--- src/rtl/multi_drv_resolver.sv ---
// multi_drv_resolver: resolves NCH driven channels into one W-bit beat (wired-AND/OR/priority)
// behind a 2-entry valid/ready buffer. Define RESOLVER_PARITY_EN to add the out_par port.

module multi_drv_resolver_lane #(
  parameter int W = 8
) (
  input  logic         en,
  input  logic [W-1:0] data,
  input  logic [W-1:0] ref_data,
  output logic [W-1:0] and_term,
  output logic [W-1:0] or_term,
  output logic         diff
);
  // Disabled lanes are identity elements for the AND/OR reductions
  assign and_term = en ? data : '1;
  assign or_term  = en ? data : '0;
  assign diff     = en && (data != ref_data);
endmodule

module multi_drv_resolver #(
  parameter int NCH   = 4,
  parameter int W     = 8,
  parameter int MODE  = 0,
  parameter int CNT_W = 8
) (
  input  logic               clk,
  input  logic               rst,
  input  logic               in_valid,
  output logic               in_ready,
  input  logic [NCH-1:0]     drv_en,
  input  logic [NCH*W-1:0]   drv_data,
  output logic               out_valid,
  input  logic               out_ready,
  output logic [W-1:0]       out_data,
  output logic               out_conflict,
  output logic               out_none,
  input  logic               cnt_clr,
  output logic [CNT_W-1:0]   conflict_cnt
`ifdef RESOLVER_PARITY_EN
  ,
  output logic               out_par
`endif
);

  if (NCH < 2 || MODE > 2) begin : g_bad_cfg
    $fatal(1, "multi_drv_resolver: requires NCH >= 2 and MODE <= 2");
  end

  typedef struct packed {
    logic [W-1:0] data;
    logic         conflict;
    logic         none;
`ifdef RESOLVER_PARITY_EN
    logic         par;
`endif
  } beat_t;

  typedef enum logic [1:0] {EMPTY, ONE, TWO} state_t;

  logic [W-1:0]            first;
  logic [NCH-1:0][W-1:0]   and_t, or_t;
  logic [NCH-1:0]          diff;
  logic [W-1:0]            and_all, or_all;
  beat_t                   res, head, tail;
  state_t                  state, nxt;
  logic                    acc, dlv;
  logic [CNT_W-1:0]        cnt;

  // Lowest enabled channel: priority result and the reference for contention
  always_comb begin
    first = '0;
    for (int i = NCH - 1; i >= 0; i--)
      if (drv_en[i]) first = drv_data[i*W +: W];
  end

  for (genvar g = 0; g < NCH; g++) begin : g_lane
    multi_drv_resolver_lane #(.W(W)) u_lane (
      .en       (drv_en[g]),
      .data     (drv_data[g*W +: W]),
      .ref_data (first),
      .and_term (and_t[g]),
      .or_term  (or_t[g]),
      .diff     (diff[g])
    );
  end

  always_comb begin
    and_all = '1;
    or_all  = '0;
    for (int i = 0; i < NCH; i++) begin
      and_all &= and_t[i];
      or_all  |= or_t[i];
    end
  end

  always_comb begin
    res          = '0;
    res.none     = ~|drv_en;
    res.conflict = |diff;
    if (!res.none) begin
      if (MODE == 0)      res.data = and_all;
      else if (MODE == 1) res.data = or_all;
      else                res.data = first;
    end
`ifdef RESOLVER_PARITY_EN
    res.par = ^res.data;
`endif
  end

  assign acc = in_valid && in_ready;
  assign dlv = out_valid && out_ready;

  always_ff @(posedge clk) begin
    if (rst) state <= EMPTY;
    else     state <= nxt;
  end

  always_comb begin
    nxt = state;
    case (state)
      EMPTY:   if (acc) nxt = ONE;
      ONE:     if (acc && !dlv) nxt = TWO;
               else if (dlv && !acc) nxt = EMPTY;
      TWO:     if (dlv) nxt = ONE;
      default: nxt = EMPTY;
    endcase
  end

  always_comb begin
    in_ready  = (state != TWO);
    out_valid = (state != EMPTY);
  end

  // head always holds the oldest beat; tail only matters in TWO
  always_ff @(posedge clk) begin
    if (rst) begin
      head <= '0;
      tail <= '0;
    end else begin
      case (state)
        EMPTY: if (acc) head <= res;
        ONE:   if (acc && dlv) head <= res;
               else if (acc)   tail <= res;
        TWO:   if (dlv) head <= tail;
        default: ;
      endcase
    end
  end

  always_ff @(posedge clk) begin
    if (rst || cnt_clr)
      cnt <= '0;
    else if (acc && res.conflict && cnt != '1)
      cnt <= cnt + CNT_W'(1);
  end

  assign out_data     = head.data;
  assign out_conflict = head.conflict;
  assign out_none     = head.none;
  assign conflict_cnt = cnt;
`ifdef RESOLVER_PARITY_EN
  assign out_par      = head.par;
`endif

endmodule
--- config.mk ---
export PLATFORM = sky130hd
export DESIGN_NAME = multi_drv_resolver
export DESIGN_NICKNAME = d
export VERILOG_FILES = /design/src/rtl/multi_drv_resolver.sv
export SDC_FILE = /design/constraint.sdc
export NUM_CORES = 1
export LEC_CHECK = 0
export ABC_CLOCK_PERIOD_IN_PS = 2300
export CAP_MARGIN = 20
export CORE_ASPECT_RATIO = 0.8
export CORE_MARGIN = 8
export CORE_UTILIZATION = 46
export CTS_BUF_LIST = sky130_fd_sc_hd__clkbuf_2 sky130_fd_sc_hd__clkbuf_4 sky130_fd_sc_hd__clkbuf_8
export DETAILED_ROUTE_END_ITERATION = 7
export MAX_ROUTING_LAYER = met4
export PLACE_DENSITY = 0.79
export SLEW_MARGIN = 25
export SYNTH_ARGS = -nofsm -noshare
export SYNTH_HDL_FRONTEND = slang
export SYNTH_SLANG_ARGS = --single-unit
--- constraint.sdc ---
create_clock -name clk -period 2.3 [get_ports clk]
set_input_delay 0.345 -clock clk [delete_from_list [all_inputs] [get_ports clk]]
set_output_delay 0.345 -clock clk [all_outputs]
set_load 0.02 [all_outputs]
==> results of run 1 <==
per-layer routing:
metal  GRT usage [%]  wire length, µm  vias to the layer above
met1            27.3             3840                     1406
met3            5.17              725                       70
met4            12.9              565                        0
li1                -                -                     1330
met5               -                0                        -
met2            43.4             4960                      189
final cells by class:
type	instances	area, µm²
Multi-Input combinational cell	229	1850
Timing Repair Buffer	143	1290
Fill cell	296	988
Clock buffer	6	82.6
Inverter	14	55.1
Tap cell	62	77.6
Sequential cell	30	602
cells by family (layout without fill, tap and decap cells):
logic type / after synthesis / after routing / share of synthesized area (%)
multiplexers: 6 / 6 / 2.56
buffers and inverters: 32 / 163 / 7.26
AND/OR/NAND/NOR: 108 / 108 / 25.5
XOR/XNOR: 26 / 26 / 9.72
adder cells (fa/ha/maj): 4 / 4 / 2.14
AO/OA/AOI/OAI: 84 / 85 / 27.1
flip-flops: 30 / 30 / 25.6
sequential cells by signal, indices dropped and copies added (netlist names):
name	cells
out_conflict	1
state	2
out_data	8
tail	10
out_none	1
conflict_cnt	8
tightest hold or removal path: cells and delay by family, from the launching register on:
family / cells / cell delay, ns
AO/OA/AOI/OAI: 1 / 0.06
flip-flops: 1 / 0.31
AND/OR/NAND/NOR: 1 / 0.05
what timing repair did:
item                       4_1_cts  5_1_grt
cloned                           4        0
pin swaps                       27       22
setup buffers                   12        1
setup endpoints to repair       10       16
resized for setup               79       22
where the power goes:
group	total, mW	internal (mW)	switching, mW
clock	0.430	0.230	0.200
sequential	0.567	0.547	0.0195
combinational	0.701	0.348	0.353
total	1.70	1.13	0.572
per-stage QoR:
stage,setup TNS [ns],hold slack [ns],setup slack [ns]
5_1_grt,-1.48,0.487,-0.197
6_report,-1.14,0.470,-0.151
3_5_place_dp,-6.36,0.448,-0.640
4_1_cts,-0.0606,0.457,-0.0297
3_3_place_gp,-5.69,0.441,-0.566
2_1_floorplan,0,0.417,0.0346
layout by cell type, fill, tap and decap left out, types with 3 or more instances in the layout:
master | synthesis | layout
sky130_fd_sc_hd__buf_4 | 3 | 71
sky130_fd_sc_hd__nand2_1 | 31 | 31
sky130_fd_sc_hd__clkdlybuf4s50_1 | 0 | 31
sky130_fd_sc_hd__nor2_1 | 29 | 29
sky130_fd_sc_hd__dfxtp_1 | 30 | 29
sky130_fd_sc_hd__a21oi_1 | 22 | 21
sky130_fd_sc_hd__dlygate4sd2_1 | 0 | 21
sky130_fd_sc_hd__xnor2_1 | 18 | 14
sky130_fd_sc_hd__a211oi_1 | 17 | 10
sky130_fd_sc_hd__xor2_1 | 8 | 8
sky130_fd_sc_hd__inv_1 | 11 | 7
sky130_fd_sc_hd__nor2b_1 | 11 | 6
sky130_fd_sc_hd__mux2i_1 | 6 | 6
sky130_fd_sc_hd__a211oi_2 | 0 | 6
sky130_fd_sc_hd__clkbuf_8 | 0 | 6
sky130_fd_sc_hd__buf_6 | 5 | 6
sky130_fd_sc_hd__nor2b_2 | 1 | 5
sky130_fd_sc_hd__inv_2 | 2 | 5
sky130_fd_sc_hd__o22ai_1 | 5 | 5
sky130_fd_sc_hd__o21ai_0 | 5 | 5
sky130_fd_sc_hd__a2111oi_0 | 4 | 4
sky130_fd_sc_hd__nand3b_4 | 4 | 4
sky130_fd_sc_hd__a221oi_4 | 0 | 4
sky130_fd_sc_hd__xnor2_2 | 0 | 4
sky130_fd_sc_hd__ha_1 | 4 | 4
sky130_fd_sc_hd__buf_2 | 1 | 4
sky130_fd_sc_hd__buf_12 | 0 | 4
sky130_fd_sc_hd__or2_2 | 3 | 3
sky130_fd_sc_hd__or4_1 | 3 | 3
sky130_fd_sc_hd__o221ai_1 | 3 | 3
sky130_fd_sc_hd__nor4_1 | 4 | 3
sky130_fd_sc_hd__nand3b_1 | 3 | 3
sky130_fd_sc_hd__nand4_1 | 3 | 3
sky130_fd_sc_hd__nand3_1 | 4 | 3
sky130_fd_sc_hd__dlymetal6s2s_1 | 0 | 3
how the worst min path moves through the flow:
stage | to | slack, ns | cells after the start
6_report | tail[9] | 0.47 | 2
5_1_grt | tail[9] | 0.49 | 2
4_1_cts | tail[8] | 0.46 | 2
3_3_place_gp | tail[8] | 0.44 | 2
2_1_floorplan | out_data[7] | 0.42 | 1
3_5_place_dp | tail[8] | 0.45 | 2
==> Flow_metrics.wiki, run 1 <==
{| class="wikitable"
! Metric !! Value
|-
| Worst path slowest cell || sky130_fd_sc_hd__o41ai_4
|-
| Half-perimeter wire length of the detailed placement result || 5.79 mm
|-
| Failing checks || setup timing
|-
| Pins over their slew limit || 0
|-
| Max Clock Skew || 0.00356 ns
|-
| Min-delay src || tail[9]
|-
| # diodes || 0
|-
| Max Fclk || 408 MHz
|-
| Cells traversed along the worst timing path || clkdlybuf4s15_1 > nand3b_4 > a221oi_4 > xnor2_1 > nand4_1 > o41ai_4 > o221a_4 > buf_6 > o31ai_4 > a21oi_1
|-
| Final ANT Viol Nets || 0
|-
| Drt total wl || 10.1 mm
|-
| Initial cell density of the core || 47.3%
|-
| Type of element capturing the critical path || register
|-
| Setup violation total in the final timing report || 10
|-
| Fin nets || 468
|-
| Tightest slew margin relative to the limit || 55.5%
|-
| Pin count of the biggest net entering global routing || 23
|-
| Total power per unit cell area || 429 nW/µm²
|-
| Most instantiated cells after synthesis || sky130_fd_sc_hd__nand2_1, sky130_fd_sc_hd__dfxtp_1, sky130_fd_sc_hd__nor2_1
|-
| R2R setup slack || -0.08 ns
|-
| Class of the worst hold path || reg -> reg
|-
| Maximum clock insertion buffer count || 2
|-
| Hold Vio Cnt, Final || 0
|-
| Post-synth net total || 335
|-
| TritonRoute pass-1 iters || 7
|-
| Total power after layout || 1.70 mW
|-
| Register area share after synthesis || 25.6%
|-
| Global placer's final weighted congestion || 0.907
|-
| Maximum resistive drop on vdd || 0.570 mV
|-
| Total of buffers placed on input and output ports || 60
|-
| Fraction of final layout cells sized beyond drive strength 1 || 35.3%
|-
| DR vias || 2,995
|-
| Final Cycle Share || 107%
|-
| Number of antenna violations at the first check in global routing || 0
|-
| Clk Latency, worst-skew pair || 0.29 ns
|-
| Post-route DRC violation count || 0
|-
| Global-route wire length before repair || 15.0 mm
|-
| Layout overhead on the synthesized area || 69.1%
|-
| Final cell count without fillers || 484
|-
| Height of the die || 79.8 µm
|-
| Tmin final || 2.45 ns
|-
| Count of unique library cells instantiated by Yosys || 55
|-
| Data arrival time of the worst path || 2.67 ns
|-
| Maximum fanout count along the critical path || 6
|-
| Util after Layout || 80.0%
|-
| Summed instance area of the synthesized netlist || 2340 µm²
|-
| Number of enable-type register cells in the synthesized netlist || 0
|-
| Worst setup path startpoint || drv_data[25]
|-
| DP Area || 3490 µm²
|-
| Worst slew pin tran || 0.651 ns
|-
| Number of primary I/O pins || 61
|-
| Stages on the worst setup path || 10
|-
| Yosys warns || 0
|-
| Cts-stage hold buffer count || 0
|-
| Setup repair after global routing missed its margin || true
|-
| Cell row count || 23
|-
| Post-Syn Area per Cell || 8.08 µm²
|-
| Fin area || 3960 µm²
|-
| Startpoint-to-endpoint class of the critical path || in -> reg
|-
| Gr ovfl total || 0
|-
| Maximum level of the CTS H-tree || 2
|-
| Buf+Inv Stages, Crit Path || 2
|-
| Library cell occupying the most area in the post-synthesis netlist || sky130_fd_sc_hd__dfxtp_1
|-
| Total GRT Usage || 25.4%
|-
| Standard cell core area || 4950 µm²
|-
| Critical Path End || conflict_cnt[2]
|-
| Delay of the slowest critical-path stage || 0.50 ns
|-
| Number of vias per cell || 6.19
|-
| Startpoint type of the worst setup path || input pin
|-
| Primary flip-flop cell chosen by synthesis mapping || sky130_fd_sc_hd__dfxtp_1
|-
| Full die area || 7650 µm²
|-
| Vias in the first global route || 3,057
|-
| Worst-case setup margin in the final layout || -0.151 ns
|-
| Critical Path RT || 2.52 ns
|-
| FF-to-FF path depth || 6
|-
| Status || finished, violations left
|-
| Synth top area share || 25.6%
|-
| Share of synthesized registers carrying an async set or reset || 0%
|-
| CTS tree || yes
|-
| Count of mapped cells out of synthesis || 290
|-
| FF-to-FF Start || conflict_cnt[0]
|-
| Top post-synthesis cells by area || sky130_fd_sc_hd__dfxtp_1, sky130_fd_sc_hd__xnor2_1, sky130_fd_sc_hd__a211oi_1, sky130_fd_sc_hd__nand2_1, sky130_fd_sc_hd__a21oi_1
|-
| Max cap viols || 0
|-
| Number of cells in the design after placement || 462
|-
| Die width || 95.8 µm
|-
| Most frequently used cell type in the post-synthesis netlist || sky130_fd_sc_hd__nand2_1
|-
| Clock sink count || 30
|-
| Root Buffer Master || sky130_fd_sc_hd__clkbuf_8
|-
| Drt wl/cell || 20.8 µm
|-
| Cell type group with the largest total delay on the critical path || compound AO/OA/AOI/OAI gates
|-
| Number of DRC markers after the initial detailed-route iteration || 262
|-
| Number of buffers inserted during clock tree synthesis || 5
|-
| Synthesis-stage register bit count || 30
|-
| Clock-pin transition on the worst setup and hold timing paths || 0.06 ns
|-
| Static Leak || 1.70 nW
|-
| Reg2reg end || conflict_cnt[7]
|}
Note: power is estimated with default switching activity, not from simulation.
==> inputs of run 2 (changes only) <==
GPL_ROUTABILITY_DRIVEN = 0   (was not set)
==> run 2 against run 1 <==
Compared with the run above:
- the run still ends with setup timing left
- cell count grew 3.5%
- clock skew up 0.0075 ns
- global-route usage up 1.6 points
- critical path depth is 3 higher
- first-iteration DRC count increased by 99%
- critical path type unchanged
==> Flow_metrics.wiki, run 2 (same netlist as run 1, synthesis figures left out) <==
{| class="wikitable"
! Metric !! Value
|-
| CTS tree || yes
|-
| Pins over their slew limit || 0
|-
| Root Buffer Master || sky130_fd_sc_hd__clkbuf_8
|-
| Clk Latency, worst-skew pair || 0.29 ns
|-
| FF-to-FF Start || conflict_cnt[0]
|-
| Initial cell density of the core || 47.3%
|-
| Number of primary I/O pins || 61
|-
| R2R setup slack || -0.07 ns
|-
| Worst-case setup margin in the final layout || -0.257 ns
|-
| Startpoint-to-endpoint class of the critical path || in -> reg
|-
| Setup repair after global routing missed its margin || true
|-
| Drt total wl || 12.4 mm
|-
| DP Area || 3470 µm²
|-
| Type of element capturing the critical path || register
|-
| Maximum resistive drop on vdd || 0.481 mV
|-
| Hold Vio Cnt, Final || 0
|-
| Total of buffers placed on input and output ports || 60
|-
| Failing checks || setup timing
|-
| Number of vias per cell || 6.70
|-
| Fraction of final layout cells sized beyond drive strength 1 || 39.8%
|-
| Cells traversed along the worst timing path || buf_6 > buf_8 > buf_8 > a211oi_2 > a221oi_2 > buf_4 > buf_4 > xnor2_1 > nand3_2 > nor3_4 > o221a_4 > or4_1 > a21oi_1
|-
| Static Leak || 1.86 nW
|-
| Die width || 95.8 µm
|-
| Max Clock Skew || 0.0111 ns
|-
| Fin area || 4190 µm²
|-
| DR vias || 3,358
|-
| Pin count of the biggest net entering global routing || 23
|-
| Tightest slew margin relative to the limit || 60.1%
|-
| Most used cells in the layout excluding fill and tap cells || sky130_fd_sc_hd__buf_4, sky130_fd_sc_hd__clkdlybuf4s50_1, sky130_fd_sc_hd__nand2_1, sky130_fd_sc_hd__nor2_1, sky130_fd_sc_hd__dfxtp_1
|-
| Clock sink count || 30
|-
| Status || finished, violations left
|-
| Worst path slowest cell || sky130_fd_sc_hd__or4_1
|-
| Max cap viols || 0
|-
| Height of the die || 79.8 µm
|-
| Critical Path RT || 2.52 ns
|-
| Tmin final || 2.56 ns
|-
| Startpoint type of the worst setup path || input pin
|-
| Total power per unit cell area || 444 nW/µm²
|-
| Total GRT Usage || 27.0%
|-
| Drt wl/cell || 24.8 µm
|-
| Maximum level of the CTS H-tree || 2
|-
| Clock-pin transition on the worst setup and hold timing paths || 0.07 ns
|-
| Final ANT Viol Nets || 0
|-
| Final Cycle Share || 111%
|-
| Cts-stage hold buffer count || 0
|-
| Number of buffers inserted during clock tree synthesis || 5
|-
| Buf+Inv Stages, Crit Path || 5
|-
| Class of the worst hold path || reg -> reg
|-
| TritonRoute pass-1 iters || 6
|-
| Worst slew pin tran || 0.583 ns
|-
| Vias in the first global route || 3,231
|-
| Post-route DRC violation count || 0
|-
| Depth of the worst hold-timing path || 2
|-
| DP Worst Slack || -0.580 ns
|-
| Maximum fanout count along the critical path || 8
|-
| Reg2reg end || conflict_cnt[7]
|-
| Gr ovfl total || 0
|-
| Terminating pin of the worst hold path || tail[5]
|-
| Cell row count || 23
|-
| Setup violation total in the final timing report || 10
|-
| Data arrival time of the worst path || 2.78 ns
|-
| Global-route wire length before repair || 15.8 mm
|-
| Half-perimeter wire length of the detailed placement result || 5.78 mm
|-
| Most common library cell in the layout ignoring fill and taps || sky130_fd_sc_hd__buf_4
|-
| Min-delay src || tail[5]
|-
| Cell type group with the largest total delay on the critical path || compound AO/OA/AOI/OAI gates
|-
| Full die area || 7650 µm²
|-
| Layout overhead on the synthesized area || 78.9%
|-
| Number of antenna violations at the first check in global routing || 2
|-
| Number of DRC markers after the initial detailed-route iteration || 522
|-
| Maximum clock insertion buffer count || 2
|-
| Max reg flops || 10
|-
| Standard cell core area || 4950 µm²
|-
| Fin nets || 481
|-
| FF-to-FF path depth || 6
|-
| Biggest register || tail
|-
| Max Fclk || 391 MHz
|-
| Delay of the slowest critical-path stage || 0.54 ns
|}
==> run 2: cell types whose count changed in the layout (fill, tap and decap cells not counted), moves of 3 or more <==
cell | before | now
sky130_fd_sc_hd__inv_2 | 5 | 9
sky130_fd_sc_hd__buf_4 | 71 | 81
sky130_fd_sc_hd__dlygate4sd2_1 | 21 | 15
sky130_fd_sc_hd__nor2b_2 | 5 | 2
sky130_fd_sc_hd__dlymetal6s2s_1 | 3 | 10
sky130_fd_sc_hd__xor2_1 | 8 | 5
sky130_fd_sc_hd__buf_8 | 1 | 4
==> run 2: how the worst max path moves through the flow <==
stage	start	end	slack [ns]	depth (start not counted)
6_report	drv_en[2]	conflict_cnt[2]	-0.26	13
5_1_grt	drv_en[2]	conflict_cnt[2]	-0.34	12
4_1_cts	drv_en[2]	conflict_cnt[2]	-0.05	13
3_5_place_dp	drv_en[2]	conflict_cnt[2]	-0.58	10
3_3_place_gp	drv_en[0]	conflict_cnt[2]	-0.54	10
2_1_floorplan	drv_en[0]	conflict_cnt[4]	0.03	11
==> run 2: cell type report <==
cell class	instances	area, µm²
diodes	2	5.00
clock buffers	8	110
fillers	253	759
inverters	14	52.6
multi-input cells	229	1900
flip-flops and latches	30	602
well taps	62	77.6
repair buffers	156	1440
==> run 2: per-stage QoR <==
step                hold slack, ns  std cells  total power, mW  utilization, %  TNS (ns)
global route                 0.528        501             1.91            84.7     -2.16
global placement             0.440        461             1.13            70.2     -5.25
finish                       0.495        501             1.86            84.7     -1.41
detailed placement           0.450        461             1.15            70.2     -5.75
floorplan                    0.417        290            0.865               -         0
CTS                          0.459        489             1.71            78.5    -0.151
==> run 2: worst register-to-register path: cells and delay by family (launching register included) <==
family,cells,cell delay (ns)
AOI/OAI and AO/OA,1,0.13
DFF,1,0.37
and+or+nand+nor,4,1.56
adders and majority gates,1,0.26
==> run 2: metal layers <==
metal | vias to the layer above | track usage, % | routed length [µm]
met4 | 0 | 18.8 | 1070
met1 | 1520 | 29.1 | 4360
met5 | - | - | 0
li1 | 1358 | - | -
met2 | 352 | 43.2 | 5490
met3 | 128 | 6.11 | 1510
==> run 2: where the power goes <==
group	leakage, nW	internal (mW)	total, mW	switching [mW]
combinational	1.56	0.377	0.769	0.393
clock	0.0575	0.302	0.524	0.221
sequential	0.245	0.547	0.568	0.0207
total	1.86	1.23	1.86	0.635
==> run 2: repair_timing <==
| item | CTS | global route |
|---|---|---|
| pin swaps | 24 | 25 |
| gates cloned | 2 | 1 |
| setup buffers | 19 | 9 |
| resized for setup | 68 | 52 |
| setup endpoints to repair | 10 | 17 |
